**config.mk**
```make
export PLATFORM = sky130hd
export DESIGN_NAME = mem_read_unit
export DESIGN_NICKNAME = d
export VERILOG_FILES = /design/src/rtl/mem_read_unit.sv
export SDC_FILE = /design/constraint.sdc
export NUM_CORES = 1
export LEC_CHECK = 0
export BUFFER_PORTS_ARGS = -buffer_cell sky130_fd_sc_hd__buf_2
export CAP_MARGIN = 15
export CELL_PAD_IN_SITES_DETAIL_PLACEMENT = 1
export CELL_PAD_IN_SITES_GLOBAL_PLACEMENT = 1
export CORE_MARGIN = 2
export CORE_UTILIZATION = 30
export CTS_CLUSTER_SIZE = 10
export DETAILED_ROUTE_END_ITERATION = 10
export PLACE_DENSITY = 0.8
export RECOVER_POWER = 100
export SLEW_MARGIN = 25
export SYNTH_ARGS = -nofsm -noshare
export SYNTH_HDL_FRONTEND = slang
export SYNTH_SLANG_ARGS = --single-unit
export TNS_END_PERCENT = 10
```
**constraint.sdc**
```tcl
create_clock -name clk -period 3 [get_ports clk]
set_input_delay 0.6 -clock clk [delete_from_list [all_inputs] [get_ports clk]]
set_output_delay 0.6 -clock clk [all_outputs]
set_load 0.03 [all_outputs]
```
**src/rtl/mem_read_unit.sv**
```systemverilog
`timescale 1ns/1ps
// Purpose : memory-read sequencer loading the MDR; rejects misaligned loads.
// Latency : accept at edge k, memory sampled at edge k+WAIT_CYCLES, rd_done the cycle after.
// Backpr. : one read in flight; rd_req ignored (not queued) while busy.
//
// Ports:
//   clk, reset            - rising-edge clock, asynchronous active-high reset
//   rd_req, rd_addr       - read request and byte address (request sampled in IDLE only)
//   load_size_control     - bit1=1 byte, else bit0=1 half, 00 word
//   mem_data_in           - word returned by memory
//   mem_addr, mem_rd      - registered address and read strobe to memory
//   mdr_out               - memory data register, feeds the load-size extraction stage
//   busy                  - read in flight (same as mem_rd)
//   rd_done, align_err    - one-cycle registered completion / rejection pulses
module mem_read_unit #(
    parameter int unsigned WAIT_CYCLES = 2
) (
    input  logic        clk,
    input  logic        reset,
    input  logic        rd_req,
    input  logic [31:0] rd_addr,
    input  logic [1:0]  load_size_control,
    input  logic [31:0] mem_data_in,
    output logic [31:0] mem_addr,
    output logic        mem_rd,
    output logic [31:0] mdr_out,
    output logic        busy,
    output logic        rd_done,
    output logic        align_err
);

    typedef enum logic {
        S_IDLE = 1'b0,
        S_WAIT = 1'b1
    } state_t;

    // Counter starts at WAIT_CYCLES-1 so the capture edge is the WAIT_CYCLES-th edge after accept.
    localparam logic [3:0] CNT_INIT = 4'(WAIT_CYCLES - 1);

    state_t      state_q, state_d;
    logic [3:0]  cnt_q, cnt_d;
    logic [31:0] mem_addr_q, mem_addr_d;
    logic [31:0] mdr_q, mdr_d;
    logic        rd_done_q, rd_done_d;
    logic        align_err_q, align_err_d;
    logic        misaligned;

    // Size decode gives bit1 priority, so 11 is treated as a byte load.
    always_comb begin
        misaligned = 1'b0;
        if (load_size_control[1]) begin
            misaligned = 1'b0;
        end else if (load_size_control[0]) begin
            misaligned = rd_addr[0];
        end else begin
            misaligned = |rd_addr[1:0];
        end
    end

    // State register and datapath flops.
    always_ff @(posedge clk or posedge reset) begin
        if (reset) begin
            state_q     <= S_IDLE;
            cnt_q       <= 4'd0;
            mem_addr_q  <= 32'd0;
            mdr_q       <= 32'd0;
            rd_done_q   <= 1'b0;
            align_err_q <= 1'b0;
        end else begin
            state_q     <= state_d;
            cnt_q       <= cnt_d;
            mem_addr_q  <= mem_addr_d;
            mdr_q       <= mdr_d;
            rd_done_q   <= rd_done_d;
            align_err_q <= align_err_d;
        end
    end

    // Next-state and datapath update.
    always_comb begin
        state_d     = state_q;
        cnt_d       = cnt_q;
        mem_addr_d  = mem_addr_q;
        mdr_d       = mdr_q;
        rd_done_d   = 1'b0;
        align_err_d = 1'b0;
        case (state_q)
            S_IDLE: begin
                if (rd_req) begin
                    if (misaligned) begin
                        // Rejected: no memory access, address and MDR untouched.
                        align_err_d = 1'b1;
                    end else begin
                        mem_addr_d = rd_addr;
                        cnt_d      = CNT_INIT;
                        state_d    = S_WAIT;
                    end
                end
            end
            S_WAIT: begin
                if (cnt_q != 4'd0) begin
                    cnt_d = cnt_q - 4'd1;
                end else begin
                    mdr_d     = mem_data_in;
                    rd_done_d = 1'b1;
                    state_d   = S_IDLE;
                end
            end
            default: begin
                state_d = S_IDLE;
            end
        endcase
    end

    // Outputs: strobe decoded straight from the state register.
    always_comb begin
        mem_rd = (state_q == S_WAIT);
        busy   = (state_q == S_WAIT);
    end

    assign mem_addr  = mem_addr_q;
    assign mdr_out   = mdr_q;
    assign rd_done   = rd_done_q;
    assign align_err = align_err_q;

endmodule
```
==> results.txt <==
The flow ran to the end, but the final reports show violations. The final reports fail on capacitance limit, slew limit. For the remaining design rule violation count, the log shows 0. The power share of the sequential group is 0.368. The worst-case IR drop observed on VDD is 406 µV.

Clock-pin slew was measured on the worst setup and hold paths at 0.07 ns. By count the netlist is led by sky130_fd_sc_hd__dfrtp_1 (71), sky130_fd_sc_hd__mux2_2 (36), sky130_fd_sc_hd__mux2_4 (25). Along the worst path, the maximum fanout reaches 33. The cell with the most instances after synthesis was sky130_fd_sc_hd__dfrtp_1. After detailed placement, the total cell area comes to 0.00365 mm². In this run the remaining antenna-violating nets after routing total 0.

Setup violations remaining at the end of the flow were counted as 0. The slowest cell on the critical path is sky130_fd_sc_hd__clkbuf_2. The number of max-cap violations is 1.

The startpoint-to-endpoint class of the critical path is register to register. The antenna cell count was 0; the gate count after technology mapping was 173. The number of buffers created by CTS is 9, and the static leakage power is 1.65 nW. Once placement completed, the tool counted placed cells totaling 434. The total of warnings raised by yosys was 0. The largest net degree at the start of global routing is 39, and the switching power is 2.08 mW.

The total number of clock tree sinks is 71, and the final instance area is 0.00367 mm². The logs give 0.458 for the proportion of power drawn by combinational gates and 2010 for the via count of the first global-routing pass. The period utilization was 0.705. The type of the tightest min-delay check is input port to async pin. The share of final-layout standard cells stronger than drive strength 1 is 0.388, and the final wirelength is 6.41 mm.

Routability-driven placement finished with a final weighted congestion of 0.742. Dividing total power by cell area gives a power density of 1280 mW/mm². The global-route usage over all layers was 0.125; the die outline area was 0.0103 mm². The net count after synthesis came out at 243. The detailed router finished its first iteration with 16 violations. STA classifies the critical path endpoint as a register.

In this run the horizontal extent of the chip is 102 µm. The worst setup path is launched from a register. Sorting the synthesized cells by area gives the leading types as sky130_fd_sc_hd__dfrtp_1 (62%), sky130_fd_sc_hd__mux2_2 (14%), sky130_fd_sc_hd__mux2_4 (13%). The tools report the number of hold-slack violations in the final timing report as 0. The first global-routing pass estimated 9.85 mm of wire. The logs give 0 ns for the total negative setup slack and 137 for the I/O pin count. Among cell families on the critical path, the largest total delay comes from buffers and inverters. STA puts the critical path data required time at 3.21 ns.

sky130_fd_sc_hd__dfrtp_1 takes more of the synthesized area than any other cell. The share of async-settable or async-resettable flops after synthesis works out to 1.00. The count of distinct cell types in the synthesized netlist was 23; the per-cell via count in the routed design was 4.29. For the number of core rows, the log shows 35.

The net count of the finished layout is 386. The run gives 2 as the deepest clock path buffer count. The number of synthesized flops with an enable pin works out to 0. The logs give 2.61 mW for the internal power consumption and 0.00924 mm² for the area of the core. Measured along the y axis, the die boundary spans 102 µm.

The switching portion of total power was 0.444. The wire length per cell after detailed routing is 14.3 µm, and the area added between synthesis and finish is 28.3%. The number of setup buffers added after CTS is 0.

Setup repair after global routing left no endpoint under its margin. The most frequently used flop master after synthesis was sky130_fd_sc_hd__dfrtp_1. The actual transition at the worst max-transition pin was 1.68 ns; the initial standard-cell utilization of the core was 0.310. Counting I/O delays and the setup requirement, the final critical path takes 2.11 ns.

The critical path's largest stage delay came out at 0.62 ns. The fraction of post-synthesis cell area in the top cell type by area is 0.621. After layout, the design draws a total of 4.68 mW. TritonCTS built the clock tree. Hold repair after CTS inserted 0 buffers. After synthesis the cells add up to 0.00286 mm². The library cell used as clock root buffer is sky130_fd_sc_hd__clkbuf_8.

The post-cts sizing count was 0; the maximum operating frequency was 473 MHz. The tools report the total congestion overflow as 0. The run gives 4.90 mm as the sum of net half-perimeters after detailed placement. Excluding fillers, the count of instances in the completed layout stands at 449.

The critical path contains buffers and inverters numbering 2 combined. Tightest slew margin relative to the limit: -0.122. Synthesis inferred 71 register bits. Traced cell by cell, the critical path runs through inv_1, ha_1, nand2_1, nor3_4, clkbuf_2, mux2_2.

The tools report the register area share after synthesis as 0.621. Final max-slew violation count: 34. The clock share of power is 0.174, and the maximum level of the CTS H-tree is 3.

The number of antenna violations at the first check in global routing came out at 0. Between clock sinks in the finished design, the worst skew comes to 0.00842 ns. The tools report the end-of-flow core utilization as 0.398.

The mean instance size in the synthesized netlist is 16.5 µm². The tools report the later-pin clock latency in the skew report as 0.33 ns. The detailed router placed 1925 vias in this run.

The pre-antenna-repair detailed-routing pass consisted of 4 iterations. In this run the tool buffered the top-level ports with 136 buffer cells. For the worst setup path, the data arrival time is 2.32 ns.
[layout by cell type, fill, tap and decap left out, drive strengths merged]
cell type and count:
clkbuf 82, dfrtp 71, buf 69, mux2 64, inv 6, nand2 3
nand2b 3, o22ai 3, nor3 3, nor3b 2, o21ai 2, bufinv 2
clkinv 2, nor2b 1, o311a 1, a21oi 1, nor2 1, mux2i 1
nand3 1, o21ba 1, ha 1
[tightest hold or removal path, cell delays in order]
cell and delay [ns]:
sky130_fd_sc_hd__buf_2 0.09, sky130_fd_sc_hd__inv_1 0.06, sky130_fd_sc_hd__buf_4 0.41
[cells by family (layout without fill, tap and decap cells)]
kind of cell | after synthesis | in the layout | share of synthesized area
flip-flops | 71 | 71 | 0.621
multiplexers | 65 | 65 | 0.288
adder cells (fa/ha/maj) | 1 | 1 | 0.00437
AND/OR/NAND/NOR | 14 | 14 | 0.0280
buffers and inverters | 14 | 161 | 0.0402
AO/OA/AOI/OAI | 8 | 8 | 0.0188
[layout make-up]
type | instances | area [µm²]
multi-input combinational | 88 | 885
timing repair buffer | 140 | 617
clock buffer | 11 | 141
fill | 1056 | 5570
clock inverter | 4 | 70.1
sequential | 71 | 1780
inverter | 6 | 22.5
tap | 129 | 161
[registers in the layout (all words and copies together) (netlist names)]
register   count
cnt_q          4
mdr_out       32
mem_addr      32
align_err      1
rd_done        1
busy           1
[routing by layer]
layer | wire length, µm | track usage | vias up
li1 | - | - | 884
met1 | 2570 | 0.143 | 961
met5 | 0 | 0 | -
met3 | 420 | 0.0449 | 6
met4 | 40 | 0.0385 | 0
met2 | 3380 | 0.219 | 74
[stage by stage]
step	worst slack (ns)	hold slack, ns
after floorplan	0.603	0.525
after global placement	1.01	0.466
after detailed placement	0.930	0.482
after CTS	1.12	0.346
after global routing	0.675	0.448
final	0.885	0.401
[final timing paths]
check / start / endpoint / slack [ns] / depth (start not counted)
hold reg to reg: mem_addr[20]$_DFFE_PP0P_ / mem_addr[20]$_DFFE_PP0P_ / 0.49 / 1
hold / removal: reset / mdr_out[2]$_DFFE_PP0P_ / 0.40 / 3
setup / recovery: cnt_q[0]$_DFFE_PP0P_ / mdr_out[10]$_DFFE_PP0P_ / 0.89 / 6
max in group asynchronous: reset / mdr_out[23]$_DFFE_PP0P_ / 1.16 / 3
min in group clk: mem_data_in[13] / mdr_out[13]$_DFFE_PP0P_ / 0.48 / 2
setup reg to reg: cnt_q[0]$_DFFE_PP0P_ / mdr_out[10]$_DFFE_PP0P_ / 0.89 / 6
[power by group through the flow]
stage | Combinational (mW) | Clock [mW] | Sequential (mW)
after floorplan | 0.906 | 0 | 2.62
after global placement | 2.41 | 0 | 1.72
after detailed placement | 2.48 | 0 | 1.74
after CTS | 2.48 | 0.854 | 1.73
after global routing | 2.29 | 0.901 | 1.80
final | 2.15 | 0.813 | 1.72
No activity file was read; power rests on OpenSTA's default activity.
